==> src/rtl/alu_pipe.sv <==
// Two-stage valid/ready ALU: AND, NOT, ADD, per-lane saturating add.
// Optional macro ALU_PIPE_STATUS_EN adds ovf_clr / ovf_sticky.
module alu_pipe #(
    parameter int WIDTH  = 16,
    parameter int LANE_W = 8,
    localparam int LANES = WIDTH / LANE_W
) (
    input  logic             clk,
    input  logic             rst_n,
    input  logic             in_valid,
    output logic             in_ready,
    input  logic [WIDTH-1:0] a,
    input  logic [WIDTH-1:0] b,
    input  logic [1:0]       op,
    output logic             out_valid,
    input  logic             out_ready,
    output logic [WIDTH-1:0] out,
    output logic [LANES-1:0] ovf
`ifdef ALU_PIPE_STATUS_EN
    ,
    input  logic             ovf_clr,
    output logic [LANES-1:0] ovf_sticky
`endif
);

    localparam logic [1:0] OP_AND = 2'b00;
    localparam logic [1:0] OP_NOT = 2'b01;
    localparam logic [1:0] OP_ADD = 2'b10;
    localparam logic [1:0] OP_SAT = 2'b11;

    logic             r_s1_valid;
    logic [WIDTH-1:0] r_s1_a;
    logic [WIDTH-1:0] r_s1_b;
    logic [1:0]       r_s1_op;

    logic             r_s2_valid;
    logic [WIDTH-1:0] r_s2_out;
    logic [LANES-1:0] r_s2_ovf;

    logic             w_s2_advance;
    logic [WIDTH-1:0] w_sum;
    logic [WIDTH-1:0] w_res;
    logic [LANES-1:0] w_ovf;
    logic [LANE_W:0]  w_lane_sum;

    // S2 can take a new entry when empty or draining this cycle; S1 follows it.
    assign w_s2_advance = !r_s2_valid || out_ready;
    assign in_ready     = !r_s1_valid || w_s2_advance;
    assign out_valid    = r_s2_valid;
    assign out          = r_s2_out;
    assign ovf          = r_s2_ovf;

    assign w_sum = r_s1_a + r_s1_b;

    always_comb begin
        // NOTE: every output of a combinational block gets a default first so no latch is inferred.
        w_res      = '0;
        w_ovf      = '0;
        w_lane_sum = '0;
        case (r_s1_op)
            OP_AND: w_res = r_s1_a & r_s1_b;
            OP_NOT: w_res = ~r_s1_b;
            OP_ADD: begin
                w_res            = w_sum;
                w_ovf[LANES-1]   = (r_s1_a[WIDTH-1] == r_s1_b[WIDTH-1]) &&
                                   (w_sum[WIDTH-1] != r_s1_a[WIDTH-1]);
            end
            OP_SAT: begin
                for (int i = 0; i < LANES; i++) begin
                    // Sign-extend each lane by one bit; disagreeing top bits mean overflow.
                    w_lane_sum = {r_s1_a[i*LANE_W+LANE_W-1], r_s1_a[i*LANE_W +: LANE_W]} +
                                 {r_s1_b[i*LANE_W+LANE_W-1], r_s1_b[i*LANE_W +: LANE_W]};
                    if (w_lane_sum[LANE_W] != w_lane_sum[LANE_W-1]) begin
                        w_ovf[i] = 1'b1;
                        w_res[i*LANE_W +: LANE_W] = w_lane_sum[LANE_W] ?
                            {1'b1, {(LANE_W-1){1'b0}}} : {1'b0, {(LANE_W-1){1'b1}}};
                    end else begin
                        w_res[i*LANE_W +: LANE_W] = w_lane_sum[LANE_W-1:0];
                    end
                end
            end
            default: w_res = '0;
        endcase
    end

    // NOTE: sequential state uses non-blocking assignments so all flops sample pre-edge values.
    always_ff @(posedge clk or negedge rst_n) begin
        if (!rst_n) begin
            r_s1_valid <= 1'b0;
            r_s1_a     <= '0;
            r_s1_b     <= '0;
            r_s1_op    <= OP_AND;
        end else if (in_ready) begin
            r_s1_valid <= in_valid;
            if (in_valid) begin
                r_s1_a  <= a;
                r_s1_b  <= b;
                r_s1_op <= op;
            end
        end
    end

    always_ff @(posedge clk or negedge rst_n) begin
        if (!rst_n) begin
            r_s2_valid <= 1'b0;
            r_s2_out   <= '0;
            r_s2_ovf   <= '0;
        end else if (w_s2_advance) begin
            r_s2_valid <= r_s1_valid;
            if (r_s1_valid) begin
                r_s2_out <= w_res;
                r_s2_ovf <= w_ovf;
            end
        end
    end

`ifdef ALU_PIPE_STATUS_EN
    logic [LANES-1:0] r_ovf_sticky;
    logic             w_out_xfer;

    assign w_out_xfer = r_s2_valid && out_ready;
    assign ovf_sticky = r_ovf_sticky;

    // Set has priority: a clear in the same cycle as a flagged transfer keeps the flag.
    always_ff @(posedge clk or negedge rst_n) begin
        if (!rst_n) begin
            r_ovf_sticky <= '0;
        end else begin
            r_ovf_sticky <= (r_ovf_sticky & ~{LANES{ovf_clr}}) |
                            (w_out_xfer ? r_s2_ovf : '0);
        end
    end
`endif

endmodule

==> config.mk <==
export PLATFORM = sky130hd
export DESIGN_NAME = alu_pipe
export DESIGN_NICKNAME = d
export VERILOG_FILES = /design/src/rtl/alu_pipe.sv
export SDC_FILE = /design/constraint.sdc
export NUM_CORES = 1
export LEC_CHECK = 0
export CAP_MARGIN = 20
export CORE_UTILIZATION = 49
export DETAILED_ROUTE_END_ITERATION = 12
export HOLD_SLACK_MARGIN = 0.15
export PLACE_DENSITY = 0.75
export SETUP_SLACK_MARGIN = 0.15
export SLEW_MARGIN = 20
export SYNTH_ARGS = -nofsm -noshare
export SYNTH_HDL_FRONTEND = slang
export SYNTH_SLANG_ARGS = --single-unit
==> constraint.sdc <==
create_clock -name clk -period 2.2 [get_ports clk]
set_input_delay 0.33 -clock clk [delete_from_list [all_inputs] [get_ports clk]]
set_output_delay 0.33 -clock clk [all_outputs]
set_load 0.01 [all_outputs]
* Word level (Yosys, flattened, before mapping)
Cells that the tools add are included.
** Operators by class
- Add/subtract/negate cells :: 3
- Reductions and logical operators :: 8
- Multiplexer cells :: 9
- Bitwise gates (word level) :: 2
- Equality and inequality tests :: 7
** Operator list (number)
- $pmux W16 S4 :: 1
- $mux W8 :: 4
- $add A8 B8 Y9 :: 2
- $add A16 B16 Y16 :: 1
- $and A16 B16 Y16 :: 1
- $not A16 Y16 :: 1
- $eq A2 B2 Y1 const B :: 2
- $reduce_and A2 Y1 :: 2
- $mux W1 :: 3
- $ne A1 B1 Y1 :: 3
- $eq A2 B1 Y1 const B :: 1
- $logic_not A1 Y1 :: 2
- $logic_not A2 Y1 :: 1
- $logic_or A1 B1 Y1 :: 2
- $pmux W1 S2 :: 1
- $eq A1 B1 Y1 :: 1
- $logic_and A1 B1 Y1 :: 1
** Storage, ports and cells
- Output and inout bits :: 20
- Flip-flop bits (word level) :: 54
- Input port bits :: 38

* Longest topological paths before layout
- Depth after elaboration :: 4
- Depth in mapped cells :: 10

* Worst setup path before layout
Ideal clock, no wire load.
- Path kind :: register to register
- From :: register r_s1_a[10]
- To :: register r_s2_out[13], in the netlist out[13]
- Period minus slack after synthesis :: 2.429 ns
- Buffers on the path :: 0
- Cell stages (with the launch flop) :: 9
- Arrival time :: 2.325 ns
- Setup slack :: -0.229 ns
- Library setup time :: 0.104 ns
- Path through :: dfrtp_1 -> ha_1 -> a21oi_4 -> a21boi_2 -> or4_1 -> and3_1 -> maj3_2 -> or4_1 -> o311ai_1
** On the way
- Longest elaborated chain between the ends :: 4
- Elaborated cells on any way between the ends :: 6
** RTL lines
- from (decl) :: line 32 : logic [WIDTH-1:0] r_s1_a;
- from (signal assigned) :: line 90 : r_s1_a <= '0;
- from (signal assigned) :: line 96 : r_s1_a <= a;
- $add A8 B8 Y9 :: line 71 : w_lane_sum = {r_s1_a[i*LANE_W+LANE_W-1], r_s1_a[i*LANE_W +: LANE_W]} +
- $mux W8 / $ne A1 B1 Y1 (equally long branches) :: line 75, 73
- $mux W8 :: line 73 : if (w_lane_sum[LANE_W] != w_lane_sum[LANE_W-1]) begin
- $pmux W16 S4 * :: line 60 : case (r_s1_op)
- to (signal assigned) :: line 111 : r_s2_out <= w_res;
- to (decl) :: line 37 : logic [WIDTH-1:0] r_s2_out;
Mark *: on every way between the ends. The rest lies on a longest branch, timed or not.
A chain may end at the register's enable or synchronous reset.

* Worst setup path in the final report
Ends and elaborated chain as after synthesis.

==> metrics <==
largest net degree at the start of global routing=35; CTS root buffer=clkbuf_8; outcome=finished, violations left; DP Area=4750 sq um; synthesized area=around 3500 sq um; clock network power share=13.0%; slew margin rel.=58.0%; ranking of synthesized cells by area=dfrtp_1 39%, mux2_2 11%, ha_1 5.7%, o21ai_0 3.7%, a21oi_1 3.4%; Vias per Instance=5.79; Max-cap violations=0; combinational share of power=60.0%; setup violators final=7; number of diodes=0; DIE HEIGHT=86.4 um; Final WS setup=-0.232 ns; Final GP Congestion=0.956; async set or reset register ratio after synthesis=100%; Synthesized Nets=422; Pwr per Cell Area=between 900 and 1000 nW/um^2; Fmax=about 410 MHz; remaining antenna violation count after routing=0; commonest non-fill, non-tap cells in the layout=83 x buf_4, 56 x clkdlybuf4s50_1, 54 x dfrtp_1, 34 x mux2_2, 30 x nand2_1; worst path required time=2.43 ns; Slew @ Worst Pin=0.630 ns; min-delay worst type=flop to flop; crit share post-route=111%; DR vias=3,472; commonest non-fill, non-tap cell in the layout=buf_4; Max Slew Vio Count=0; Tmin final=2.43 ns; Area growth syn-to-layout=50.9%; Syn Inst Count=366; register area share after synthesis=approximately two fifths; static leakage=2.22 nW; layout cell share with drive strength beyond 1=37.7%; fill count=455; multi-input combinational cell area=between 2000 and 2500 sq um; maximum vdd drop=0.590 mV; Setup Crit Path Kind=flop to flop; most area-hungry cell type in the Yosys netlist=dfrtp_1; RSZ-0062 raised after global routing=yes; Mean Syn Cell Area=9.54 sq um; TritonCTS Sinks=54; Worst-path clk slew=0.10 ns; CTS H-tree lvls=2; Syn. warnings=0; Total Nets Final=559; TritonCTS buffer count=5; Main synth FF type=dfrtp_1; CTS tree=built; sequential cell area=1350 sq um; core area=6830 sq um; Post-synth EDFFs=0; CP endpoint kind=flop; Startpoint Class=flop; switching pwr=2.01 mW; Reg power frac=27.0%; Die W=around 86 um; wire per inst=17.3 um; Ports=58; Die ar.=7470 sq um; post-synth cell types=55; Data arrival, critical path=2.66 ns; vias in the first global route=between 3,000 and 4,000; P_int=3.21 mW; first-pass GRT wire length=16,200 um; clk buf depth=2; initial antenna violation count=0; grt ovf=0; FF+latch count, synth=54; Synth top area share=38.7%; Power, Total=5.22 mW; final WL=10,400 um; total track usage=28.1%; First DRT Iteration DRCs=262; Placement Rows=30; failing checks=setup timing; Fin Clk Skew=roughly 0.013 ns; CP max FO=3; final hold viol count=0; dpl hpwl=7070 um; First-pass DRT Iterations=5; Clock Latency Late Sink=0.32 ns; Sw Share=38.5%; Port Buf Inserts=57; Final Cell Area=5270 sq um; initial core utilization=51.1%; DR DRC count=0
==> critical path: stages, from the launching register on <==
cell and delay (ns):
dfrtp_1 0.42, ha_4 0.27, a21oi_4 0.17, a21boi_2 0.07, or4_1 0.40, and3_1 0.18, maj3_2 0.31, or4_4 0.43
o311ai_2 0.09
==> area by class of cell <==
type	instances	share of cell area [%]
clock inverter	3	0.760
timing repair buffer	149	25.0
tap	96	2.28
clock buffer	5	1.31
inverter	13	0.926
sequential	54	25.6
multi-input combinational	280	44.1
==> metrics by stage <==
step / std cells / TNS [ns] / hold WS [ns] / setup slack (ns) / util (%)
floorplan: 366 / -0.246 / 0.0344 / -0.163 / -
CTS: 595 / -0.465 / 0.520 / -0.186 / 75.0
finish: 600 / -0.536 / 0.527 / -0.232 / 77.1
global route: 600 / -2.11 / 0.544 / -0.304 / 77.1
global placement: 578 / -0.799 / 0.365 / -0.170 / 69.5
detailed placement: 578 / -1.76 / 0.377 / -0.258 / 69.5
==> synth_stat cells, drive strengths merged, types with 2 or more instances <==
cell type,instances
o21ai,29
dfrtp,54
o21bai,3
or4,4
a211oi,10
mux2i,2
nand2,32
a21o,3
and3,3
nor2,21
clkbuf,15
a21oi,25
or3,2
o211ai,5
nand3,6
fa,2
xnor2,8
nor2b,3
nor3,5
nand4,3
mux2,34
nor3b,2
o21a,7
o31ai,3
inv,13
a31oi,7
xor2,8
o22ai,3
buf,4
and2,3
nand2b,8
o221ai,6
ha,16
==> path summary, 6_finish.rpt <==
check / from / end / slack [ns] / cells after the start
setup / recovery: r_s1_a[10] / out[13] / -0.23 / 8
hold / removal: r_s1_a[6] / r_s1_a[6] / 0.53 / 1
setup reg to reg: r_s1_a[10] / out[13] / -0.23 / 8
hold reg to reg: r_s1_a[6] / r_s1_a[6] / 0.53 / 1
max in group asynchronous: rst_n / r_s1_a[1] / 1.06 / 3
min in group asynchronous: rst_n / r_s1_a[14] / 0.55 / 2
==> routing by layer <==
layer	GRT usage (%)	up-vias	wire, um
met1	38.3	1643	4400
met3	4.29	31	785
met2	46.2	186	4920
li1	-	1612	-
met4	8.94	0	259
met5	0	-	0
==> state kept, by name, indices dropped and copies added (netlist names) <==
signal / flops
out_valid: 1
r_s1_b: 16
r_s1_a: 16
r_s1_valid: 1
out: 16
ovf: 2
r_s1_op: 2
==> power groups by stage <==
| stage | Clock (mW) | Combinational, mW | Sequential [mW] |
|---|---|---|---|
| floorplan | 0 | 1.32 | 1.42 |
| global placement | 0 | 2.49 | 1.40 |
| detailed placement | 0 | 2.55 | 1.41 |
| CTS | 0.683 | 2.89 | 1.40 |
| global route | 0.719 | 3.35 | 1.43 |
| finish | 0.681 | 3.13 | 1.41 |
==> what timing repair did <==
item,CTS,global route
pin swaps,25,21
setup buffers,8,5
gates resized for setup,45,24
setup endpoints to repair,18,18
hold buffers,1,0
hold endpoints to repair,24,0
==> kinds of logic after synthesis <==
logic type	Yosys count	share of synthesized area, %
xor gates and xnor gates	16	4.01
buffers and inverters	32	3.76
AOI/OAI and AO/OA	113	21.5
muxes	36	11.5
DFF	54	38.7
adders and majority gates	19	7.20
and+or+nand+nor	96	13.3
Note: power is estimated with default switching activity, not from simulation.
